[src/rtl/vram_arbiter_if.sv]
// Pipelined Wishbone bundle shared by the display fetch master, the CPU window
// and the video memory port of the arbiter.
interface if_wb;
    logic        cyc;
    logic        stb;
    logic        we;
    logic [31:0] adr;
    logic [3:0]  sel;
    logic [31:0] wdat;
    logic [31:0] rdat;
    logic        ack;
    logic        stall;

    modport master (
        output cyc, stb, we, adr, sel, wdat,
        input  rdat, ack, stall
    );

    modport slave (
        input  cyc, stb, we, adr, sel, wdat,
        output rdat, ack, stall
    );
endinterface

[src/rtl/vram_arbiter.sv]
// Two-master to one-slave pipelined Wishbone arbiter for video memory: display
// fetch has fixed priority, a CPU wait counter bounds how long the CPU starves.
module vram_arbiter #(
    parameter int OUTSTANDING_MAX = 4,
    parameter int CPU_WAIT_MAX    = 64
) (
    input  logic       clk_i,
    input  logic       rst_ni,
    if_wb.slave        vid_bus,
    if_wb.slave        cpu_bus,
    if_wb.master       mem_bus,
    output logic [1:0] grant_o
);

    localparam int OW = $clog2(OUTSTANDING_MAX + 1);
    localparam int WW = $clog2(CPU_WAIT_MAX + 1);

    localparam logic [OW-1:0] OUT_MAX  = OW'(OUTSTANDING_MAX);
    localparam logic [WW-1:0] WAIT_MAX = WW'(CPU_WAIT_MAX);

    localparam logic [1:0] ST_IDLE = 2'd0;
    localparam logic [1:0] ST_VID  = 2'd1;
    localparam logic [1:0] ST_CPU  = 2'd2;

    logic [1:0]    state_q, state_d;
    logic [OW-1:0] outstanding_q, outstanding_d;
    logic [WW-1:0] cpu_wait_q, cpu_wait_d;
    logic [1:0]    grant_q, grant_d;

    logic        own_cyc, own_stb, own_we;
    logic [31:0] own_adr, own_wdat;
    logic [3:0]  own_sel;
    logic        is_vid, is_cpu;
    logic        at_cap, starve;
    logic        mem_stb, accept, ack_seen;

    assign is_vid   = (state_q == ST_VID);
    assign is_cpu   = (state_q == ST_CPU);
    assign at_cap   = (outstanding_q == OUT_MAX);
    assign starve   = (cpu_wait_q == WAIT_MAX);

    // Owner select: in IDLE (or any unused encoding) nothing reaches memory.
    always_comb begin
        own_cyc  = 1'b0;
        own_stb  = 1'b0;
        own_we   = 1'b0;
        own_adr  = '0;
        own_sel  = '0;
        own_wdat = '0;
        case (state_q)
            ST_VID: begin
                own_cyc  = vid_bus.cyc;
                own_stb  = vid_bus.stb;
                own_we   = vid_bus.we;
                own_adr  = vid_bus.adr;
                own_sel  = vid_bus.sel;
                own_wdat = vid_bus.wdat;
            end
            ST_CPU: begin
                own_cyc  = cpu_bus.cyc;
                own_stb  = cpu_bus.stb;
                own_we   = cpu_bus.we;
                own_adr  = cpu_bus.adr;
                own_sel  = cpu_bus.sel;
                own_wdat = cpu_bus.wdat;
            end
            default: ;
        endcase
    end

    assign mem_stb  = own_stb & ~at_cap;
    assign accept   = mem_stb & ~mem_bus.stall;
    assign ack_seen = (is_vid | is_cpu) & mem_bus.ack;

    assign mem_bus.cyc  = own_cyc;
    assign mem_bus.stb  = mem_stb;
    assign mem_bus.we   = own_we;
    assign mem_bus.adr  = own_adr;
    assign mem_bus.sel  = own_sel;
    assign mem_bus.wdat = own_wdat;

    // Non-owners see a permanently stalled, silent slave.
    assign vid_bus.stall = is_vid ? (mem_bus.stall | at_cap) : 1'b1;
    assign vid_bus.ack   = is_vid & mem_bus.ack;
    assign vid_bus.rdat  = is_vid ? mem_bus.rdat : 32'h0;
    assign cpu_bus.stall = is_cpu ? (mem_bus.stall | at_cap) : 1'b1;
    assign cpu_bus.ack   = is_cpu & mem_bus.ack;
    assign cpu_bus.rdat  = is_cpu ? mem_bus.rdat : 32'h0;

    assign grant_o = grant_q;

    always_comb begin
        state_d       = state_q;
        outstanding_d = outstanding_q;
        case (state_q)
            ST_IDLE: begin
                if (cpu_bus.cyc && starve) begin
                    state_d = ST_CPU;
                end else if (vid_bus.cyc) begin
                    state_d = ST_VID;
                end else if (cpu_bus.cyc) begin
                    state_d = ST_CPU;
                end
            end
            ST_VID, ST_CPU: begin
                // Dropping cyc ends the grant; anything still in flight is abandoned.
                if (!own_cyc) begin
                    state_d       = ST_IDLE;
                    outstanding_d = '0;
                end else if (accept && !ack_seen) begin
                    outstanding_d = outstanding_q + OW'(1);
                end else if (!accept && ack_seen && (outstanding_q != '0)) begin
                    outstanding_d = outstanding_q - OW'(1);
                end
            end
            default: begin
                state_d       = ST_IDLE;
                outstanding_d = '0;
            end
        endcase
    end

    always_comb begin
        cpu_wait_d = cpu_wait_q;
        if (!cpu_bus.cyc) begin
            cpu_wait_d = '0;
        end else if (!is_cpu && (state_d == ST_CPU)) begin
            cpu_wait_d = '0;
        end else if (!is_cpu && !starve) begin
            cpu_wait_d = cpu_wait_q + WW'(1);
        end
    end

    always_comb begin
        case (state_d)
            ST_VID:  grant_d = 2'b01;
            ST_CPU:  grant_d = 2'b10;
            default: grant_d = 2'b00;
        endcase
    end

    always_ff @(posedge clk_i or negedge rst_ni) begin
        if (!rst_ni) begin
            state_q       <= ST_IDLE;
            outstanding_q <= '0;
            cpu_wait_q    <= '0;
            grant_q       <= 2'b00;
        end else begin
            state_q       <= state_d;
            outstanding_q <= outstanding_d;
            cpu_wait_q    <= cpu_wait_d;
            grant_q       <= grant_d;
        end
    end

endmodule

[src/flat_wrapper.sv]
// flat-port wrapper written by rule: the top's interface ports become plain ports
module vram_arbiter_flat 
#(
    parameter int OUTSTANDING_MAX = 4,
    parameter int CPU_WAIT_MAX    = 64
)
  (clk_i, rst_ni, grant_o, vid_bus_cyc, vid_bus_stb, vid_bus_we, vid_bus_adr, vid_bus_sel, vid_bus_wdat, vid_bus_rdat, vid_bus_ack, vid_bus_stall, cpu_bus_cyc, cpu_bus_stb, cpu_bus_we, cpu_bus_adr, cpu_bus_sel, cpu_bus_wdat, cpu_bus_rdat, cpu_bus_ack, cpu_bus_stall, mem_bus_cyc, mem_bus_stb, mem_bus_we, mem_bus_adr, mem_bus_sel, mem_bus_wdat, mem_bus_rdat, mem_bus_ack, mem_bus_stall);
  if_wb vid_bus_i ();
  if_wb cpu_bus_i ();
  if_wb mem_bus_i ();
  input  logic clk_i;
  input  logic rst_ni;
  output logic [1:0] grant_o;
  input wire logic [$bits(vid_bus_i.cyc)-1:0] vid_bus_cyc;
  input wire logic [$bits(vid_bus_i.stb)-1:0] vid_bus_stb;
  input wire logic [$bits(vid_bus_i.we)-1:0] vid_bus_we;
  input wire logic [$bits(vid_bus_i.adr)-1:0] vid_bus_adr;
  input wire logic [$bits(vid_bus_i.sel)-1:0] vid_bus_sel;
  input wire logic [$bits(vid_bus_i.wdat)-1:0] vid_bus_wdat;
  output wire logic [$bits(vid_bus_i.rdat)-1:0] vid_bus_rdat;
  output wire logic [$bits(vid_bus_i.ack)-1:0] vid_bus_ack;
  output wire logic [$bits(vid_bus_i.stall)-1:0] vid_bus_stall;
  input wire logic [$bits(cpu_bus_i.cyc)-1:0] cpu_bus_cyc;
  input wire logic [$bits(cpu_bus_i.stb)-1:0] cpu_bus_stb;
  input wire logic [$bits(cpu_bus_i.we)-1:0] cpu_bus_we;
  input wire logic [$bits(cpu_bus_i.adr)-1:0] cpu_bus_adr;
  input wire logic [$bits(cpu_bus_i.sel)-1:0] cpu_bus_sel;
  input wire logic [$bits(cpu_bus_i.wdat)-1:0] cpu_bus_wdat;
  output wire logic [$bits(cpu_bus_i.rdat)-1:0] cpu_bus_rdat;
  output wire logic [$bits(cpu_bus_i.ack)-1:0] cpu_bus_ack;
  output wire logic [$bits(cpu_bus_i.stall)-1:0] cpu_bus_stall;
  output wire logic [$bits(mem_bus_i.cyc)-1:0] mem_bus_cyc;
  output wire logic [$bits(mem_bus_i.stb)-1:0] mem_bus_stb;
  output wire logic [$bits(mem_bus_i.we)-1:0] mem_bus_we;
  output wire logic [$bits(mem_bus_i.adr)-1:0] mem_bus_adr;
  output wire logic [$bits(mem_bus_i.sel)-1:0] mem_bus_sel;
  output wire logic [$bits(mem_bus_i.wdat)-1:0] mem_bus_wdat;
  input wire logic [$bits(mem_bus_i.rdat)-1:0] mem_bus_rdat;
  input wire logic [$bits(mem_bus_i.ack)-1:0] mem_bus_ack;
  input wire logic [$bits(mem_bus_i.stall)-1:0] mem_bus_stall;
  assign vid_bus_i.cyc = vid_bus_cyc;
  assign vid_bus_i.stb = vid_bus_stb;
  assign vid_bus_i.we = vid_bus_we;
  assign vid_bus_i.adr = vid_bus_adr;
  assign vid_bus_i.sel = vid_bus_sel;
  assign vid_bus_i.wdat = vid_bus_wdat;
  assign vid_bus_rdat = vid_bus_i.rdat;
  assign vid_bus_ack = vid_bus_i.ack;
  assign vid_bus_stall = vid_bus_i.stall;
  assign cpu_bus_i.cyc = cpu_bus_cyc;
  assign cpu_bus_i.stb = cpu_bus_stb;
  assign cpu_bus_i.we = cpu_bus_we;
  assign cpu_bus_i.adr = cpu_bus_adr;
  assign cpu_bus_i.sel = cpu_bus_sel;
  assign cpu_bus_i.wdat = cpu_bus_wdat;
  assign cpu_bus_rdat = cpu_bus_i.rdat;
  assign cpu_bus_ack = cpu_bus_i.ack;
  assign cpu_bus_stall = cpu_bus_i.stall;
  assign mem_bus_cyc = mem_bus_i.cyc;
  assign mem_bus_stb = mem_bus_i.stb;
  assign mem_bus_we = mem_bus_i.we;
  assign mem_bus_adr = mem_bus_i.adr;
  assign mem_bus_sel = mem_bus_i.sel;
  assign mem_bus_wdat = mem_bus_i.wdat;
  assign mem_bus_i.rdat = mem_bus_rdat;
  assign mem_bus_i.ack = mem_bus_ack;
  assign mem_bus_i.stall = mem_bus_stall;
  vram_arbiter #(.OUTSTANDING_MAX(OUTSTANDING_MAX), .CPU_WAIT_MAX(CPU_WAIT_MAX)) u_core (.clk_i(clk_i), .rst_ni(rst_ni), .vid_bus(vid_bus_i), .cpu_bus(cpu_bus_i), .mem_bus(mem_bus_i), .grant_o(grant_o));
endmodule
[config.mk]
export PLATFORM = sky130hd
export DESIGN_NAME = vram_arbiter_flat
export DESIGN_NICKNAME = d
export VERILOG_FILES = /design/src/rtl/vram_arbiter_if.sv /design/src/rtl/vram_arbiter.sv /design/src/flat_wrapper.sv
export SDC_FILE = /design/constraint.sdc
export NUM_CORES = 1
export LEC_CHECK = 0
export ABC_AREA = 1
export BUFFER_PORTS_ARGS = -buffer_cell sky130_fd_sc_hd__buf_2
export CAP_MARGIN = 20
export CORE_AREA = 2 2 123 125
export DETAILED_ROUTE_END_ITERATION = 6
export DIE_AREA = 0 0 125 127
export HOLD_SLACK_MARGIN = 0.08
export PLACE_DENSITY = 0.56
export RECOVER_POWER = 50
export SYNTH_ARGS = -nofsm -noshare
export SYNTH_HDL_FRONTEND = slang
export SYNTH_SLANG_ARGS = --single-unit
[constraint.sdc]
create_clock -name clk_i -period 4.9 [get_ports clk_i]
set_input_delay 0.245 -clock clk_i [delete_from_list [all_inputs] [get_ports clk_i]]
set_output_delay 0.245 -clock clk_i [all_outputs]
set_load 0.005 [all_outputs]
* Word level (Yosys, flattened, before mapping)
Index checks and enable logic that the tools add are counted.
** Storage, ports and cells
- Register bits after elaboration :: 14
- Bits of input ports :: 178
** Operators by class
- Add/subtract/negate cells :: 3
- Eq/ne operators :: 8
- Multiplexer cells :: 23
- Bitwise gates (word level) :: 10
- Reductions and logical operators :: 14
** Operator list (count)
- $pmux 32 s2 :: 2
- $mux 32 :: 2
- $mux 7 :: 3
- $mux 3 :: 3
- $mux 2 :: 4
- $pmux 2 s2 :: 2
- $pmux 4 s2 :: 1
- $add 7x1->7 const B :: 1
- $eq 7x7->1 const B :: 1
- $logic_and 1x1->1 :: 6
- $pmux 1 s2 :: 3
- $pmux 3 s2 :: 1
- $and 1x1->1 :: 5
- $eq 2x1->1 const B :: 2
- $eq 2x2->1 const B :: 2
- $logic_not 1->1 :: 4
- $ne 4x2->1 const B :: 1
- $add 3x1->3 const B :: 1
- $eq 3x3->1 const B :: 1
- $ne 3x1->1 const B :: 1
- $not 1->1 :: 3
- $reduce_bool 3->1 :: 1
- $sub 3x1->3 const B :: 1
- $logic_not 2->1 :: 1
- other kinds (4) :: 6

* Logic depth before layout (Yosys ltp)
- Word-level depth :: 11
- Mapped depth :: 13
- Gate-level depth less buffers :: 12

* Least setup slack after synthesis
OpenSTA, ideal clock, no wires.
- Kind :: register -> register
- Start :: register u_core.state_q[1]
- End :: register u_core.outstanding_q[1]
- Setup time :: 0.077 ns
- Arrival :: 1.945 ns
- Path slack :: 2.878 ns
- Cell stages (with the launch flop) :: 11
- Period minus slack after synthesis :: 2.022 ns
- Path through :: dfrtp_1 -> inv_1 -> ha_1 -> buf_2 -> nand2_1 -> nand2_1 -> nand4_1 -> nor2_2 -> fa_1 -> or2_2 -> o21ai_1
** Between the ends
- Longest elaborated chain between the ends :: 9
- Elaborated cells on any way between the ends :: 21
** RTL lines
- from (decl) :: RTL line vram_arbiter.sv:25 : logic [1:0] state_q, state_d;
- from (signal assigned) :: RTL line vram_arbiter.sv:149 : state_q <= state_d;
- $eq 2x2->1 or $eq 2x1->1 (tied branches)
- $pmux 1 s2 :: RTL line vram_arbiter.sv:50 : case (state_q)
- $and 1x1->1 :: RTL line vram_arbiter.sv:71 : assign mem_stb = own_stb & ~at_cap;
- $and 1x1->1 :: RTL line vram_arbiter.sv:72 : assign accept = mem_stb & ~mem_bus.stall;
- $logic_not 1->1 :: RTL line vram_arbiter.sv:112 : end else if (!accept && ack_seen && (outstanding_q != '0)) begin
- $logic_and 1x1->1 (2 in a row) :: RTL line vram_arbiter.sv:112
- $ne 4x2->1 (no source line)
- $reduce_and 2->1 (no source line)
- to (signal assigned) :: RTL line vram_arbiter.sv:150 : outstanding_q <= outstanding_d;
- to (decl) :: RTL line vram_arbiter.sv:26 : logic [OW-1:0] outstanding_q, outstanding_d;
Several ways; a longest one is shown, not always the timed one.
A chain may end at the register's enable or synchronous reset.

* Final worst setup path
- Start :: register u_core.state_q[1]
- End :: output mem_bus_adr[28]
** Between the ends
- Longest elaborated chain between the ends :: 2
- Elaborated cells on any way between the ends :: 3
** RTL lines
- $eq 2x2->1 or $eq 2x1->1 (tied branches) :: RTL line vram_arbiter.sv:50
- $pmux 32 s2 (*) :: RTL line vram_arbiter.sv:50
- to (decl) :: RTL line flat_wrapper.sv:35 : output wire logic [$bits(mem_bus_i.adr)-1:0] mem_bus_adr;
Mark *: on every way between the ends. The rest lies on a longest branch, timed or not.

==> out/qor.csv <==
stage;metric;value;unit
global_routing;grt_pass1_vias;3493;
detailed_routing;wirelength;11800;um
layout;fill_cells;1686;
logic_synthesis;syn_nets;695;
timing;clock_skew;0.00304;ns
worst_setup_path;worstPathCellList;inv_1 > ha_1 > buf_4 > nand2_1 > a21oi_1 > buf_2;
worst_setup_path;endpoint;mem_bus_adr[28];
logic_synthesis;synthAdderAreaFrac;3.78;%
global_routing;antenna_found_initial;1;
worst_setup_path;r2r_end;u_core.cpu_wait_q[3]$_DFFE_PN0P_;
logic_synthesis;syn_avg_cell_area;4.94;sq um
global_routing;overflow;0;
layout;final_area;4240;sq um
layout;postLayoutCoreUtil;29.4;%
clocking;clock_latency;0.24;ns
worst_setup_path;cp-start-kind;register;
logic_synthesis;syn_area;2520;sq um
power;ir_worst_vdd;0.250;mV
logic_synthesis;ys_ff_latch;14;
detailed_routing;first_pass_iters;5;
worst_setup_path;critPathLaunch;u_core.state_q[1]$_DFF_PN0_;
logic_synthesis;synth_top_family_by_area;simple AND/OR/NAND/NOR gates;
timing;rsz0062_at_grt;no;
clocking;cts.htree.levels;1;
worst_setup_path;worst-setup-path-type;register to output port;
power;power_frac_seq;11.6;%
clocking;cts_tree;yes;
logic_synthesis;synth_compound_area_share;15.2;%
worst_setup_path;worstSetupPathDepth;6;
layout;final_layout_size_suffix_gt1_share;37.6;%
logic_synthesis;yosysUniqueCellTypes;28;
placement;place_hpwl;9460;um
logic_synthesis;ys_warn_count;0;
clocking;ctsHoldBuffers;1;
layout;finalNetCount;989;
clocking;clk_pin_slew;0.05;ns
global_routing;grt_pass1_wl;17500;um
global_routing;grt_max_degree;65;
placement;io_buffers;318;
worst_setup_path;r2r_slack;1.56;ns
clocking;cts_made_buffers;3;
timing;finalHoldViolCount;0;
power;p_per_area;372;nW/um^2
power;totalPowerFinal;1.58;mW
layout;regArea;350;sq um
worst_setup_path;cp_max_fo;59;
worst_hold_path;min_path_type;primary input to register;
status;status;finished with violations;
logic_synthesis;synthXorXnorAreaFrac;2.09;%
logic_synthesis;synth-simple-area-share;45.3;%
floorplanning;initial_utilization;17.5;%
floorplanning;rows;44;
layout;multi_input_area;1640;sq um
clocking;cts-root-buf;clkbuf_16;
clocking;ctsResizeCount;0;
worst_setup_path;crit_arrival;3.21;ns
worst_setup_path;r2r-start;u_core.state_q[1]$_DFF_PN0_;
logic_synthesis;ys_seq_area_share;13.9;%
detailed_routing;drc;0;
timing;timing.fmax;290;MHz
worst_setup_path;cp_top_family;adder cells;
timing;worstMarginPinSlew;1.62;ns
worst_setup_path;ff2ff_path_depth;11;
detailed_routing;wl_per_cell;11.9;um
power;switching_share;54.7;%
worst_setup_path;worstPathRequired;4.66;ns
placement;place_congestion;0.811;
detailed_routing;drt-initial-drc-count;130;
detailed_routing;antenna_left;0;
power;p_clk_share;11.0;%
status;violations;max-capacitance violations, max-slew violations;
power;p_sw;0.863;mW
power;p_int;0.714;mW
power;pwr-share-comb;77.4;%
floorplanning;dieArea;15900;sq um
floorplanning;die_w;125;um
timing;fin_crit_sh;70.5;%
global_routing;grtUsageTotal;13.2;%
logic_synthesis;syn-instance-count;510;
detailed_routing;num_vias;4010;
timing;slew_viol_final;48;
timing;slew_headroom;-7.82;%
clocking;clock_path_buffers;2;
logic_synthesis;synth_mux_area_share;0;%
worst_setup_path;path_buf_inv;3;
placement;place_area;4240;sq um
worst_setup_path;slowest_stage;ha_1;
timing;hold_ws;0.387;ns
clocking;cts.sink_count;14;
worst_setup_path;slowest_delay;1.23;ns
clocking;postCtsSetupBuffers;0;
detailed_routing;vias_per_cell;4.06;
floorplanning;die_h;127;um
timing;post-route-min-period;3.45;ns
floorplanning;num_io_pins;319;
power;p_leak;2.81;nW
job;cap_violations;1;
layout;syn2layout_area_growth;68.5;%
worst_setup_path;crit_path_end_kind;output port;
timing;setup_viol;0;
floorplanning;core_region_area;14400;sq um
timing;tns;0;ns
synthesized netlist by cell type (all sizes together):
| master | count | area share [%] |
|---|---|---|
| a21oi | 69 | 14 |
| a31oi | 2 | 0.50 |
| buf | 11 | 2.7 |
| clkbuf | 22 | 3.3 |
| clkinv | 2 | 0.35 |
| dfrtp | 14 | 14 |
| fa | 1 | 0.80 |
| ha | 6 | 3.0 |
| inv | 90 | 13 |
| nand2 | 244 | 37 |
| nand3 | 12 | 2.4 |
| nand4 | 9 | 2.8 |
| nor2 | 13 | 2.4 |
| nor3 | 3 | 0.60 |
| o21ai | 5 | 0.99 |
| or2 | 1 | 0.25 |
| xnor2 | 1 | 0.35 |
| xor2 | 5 | 1.7 |
how the worst min path moves through the flow:
stage | startpoint | to | slack (ns) | cells past startpoint
final | cpu_bus_cyc | u_core.cpu_wait_q[2]$_DFFE_PN0P_ | 0.39 | 3
after global routing | cpu_bus_cyc | u_core.cpu_wait_q[2]$_DFFE_PN0P_ | 0.40 | 3
after CTS | cpu_bus_cyc | u_core.cpu_wait_q[1]$_DFFE_PN0P_ | 0.38 | 3
after detailed placement | rst_ni | u_core.state_q[0]$_DFF_PN0_ | 0.17 | 1
after global placement | rst_ni | u_core.state_q[0]$_DFF_PN0_ | 0.17 | 1
after floorplan | rst_ni | u_core.cpu_wait_q[0]$_DFFE_PN0P_ | -0.05 | 0
metal layers:
metal | vias to the layer above | routed length (um) | share of wire [%] | global-route usage, %
met4 | 0 | 55 | 0.47 | 1.96
met5 | - | 0 | 0 | 0
met2 | 193 | 5890 | 50 | 24.3
met1 | 1697 | 4850 | 41 | 16.1
met3 | 4 | 974 | 8.3 | 2.76
li1 | 2116 | - | - | -
layout make-up:
cell class	instances	area share [%]
sequential	14	8.26
clock buffer	4	2.09
antenna	1	0.0590
tap	184	5.43
timing repair buffer	322	37.3
inverter	92	8.17
multi-input combinational	371	38.7
per-stage QoR:
step,cells,worst slack [ns]
2_1_floorplan,510,2.88
3_3_place_gp,982,2.44
3_5_place_dp,982,2.38
4_1_cts,987,2.17
5_1_grt,988,1.08
6_report,988,1.45
tightest hold or removal path, cell delays in order:
cell and delay [ns]:
buf_2 0.18, nand4_1 0.11, nand2_1 0.05
power by group through the flow:
stage / logic [mW] / clock network (mW) / registers [mW]
after global placement: 1.27 / 0 / 0.185
after global routing: 1.39 / 0.186 / 0.189
after detailed placement: 1.27 / 0 / 0.186
after floorplan: 0.767 / 0 / 0.176
final: 1.22 / 0.173 / 0.183
after CTS: 1.28 / 0.176 / 0.184
cell usage in the layout (no fill, tap or decap):
cell           Yosys  layout
buf_2              6     273
nand2_1          240     242
inv_1             86      86
a21oi_1           69      69
clkbuf_1          22      32
dfrtp_1           14      14
nor2_1            10      12
nand3_1           12      12
clkbuf_2           0      12
nand4_1            8       9
ha_1               6       6
inv_2              4       5
xor2_1             5       5
o21ai_1            4       4
nor3_1             3       3
clkbuf_16          0       3
buf_4              1       3
nand2_2            4       2
a31oi_1            2       2
diode_2            0       1
nor2_2             2       1
clkinvlp_2         0       1
o21ai_0            1       1
xnor2_1            1       1
or2_2              1       1
fa_1               1       1
clkbuf_8           0       1
dlygate4sd3_1      0       1
buf_1              2       1
kinds of logic after synthesis:
kind of cell | Yosys count
AOI/OAI and AO/OA | 76
adders and majority gates | 7
xor gates and xnor gates | 6
buffers and inverters | 125
DFF | 14
and+or+nand+nor | 282
state kept, by name (all words and copies together), names as in the netlist:
name,cells
u_core.grant_o,2
u_core.state_q,2
u_core.cpu_wait_q,7
u_core.outstanding_q,3
Power figures use the tool's default switching activity.
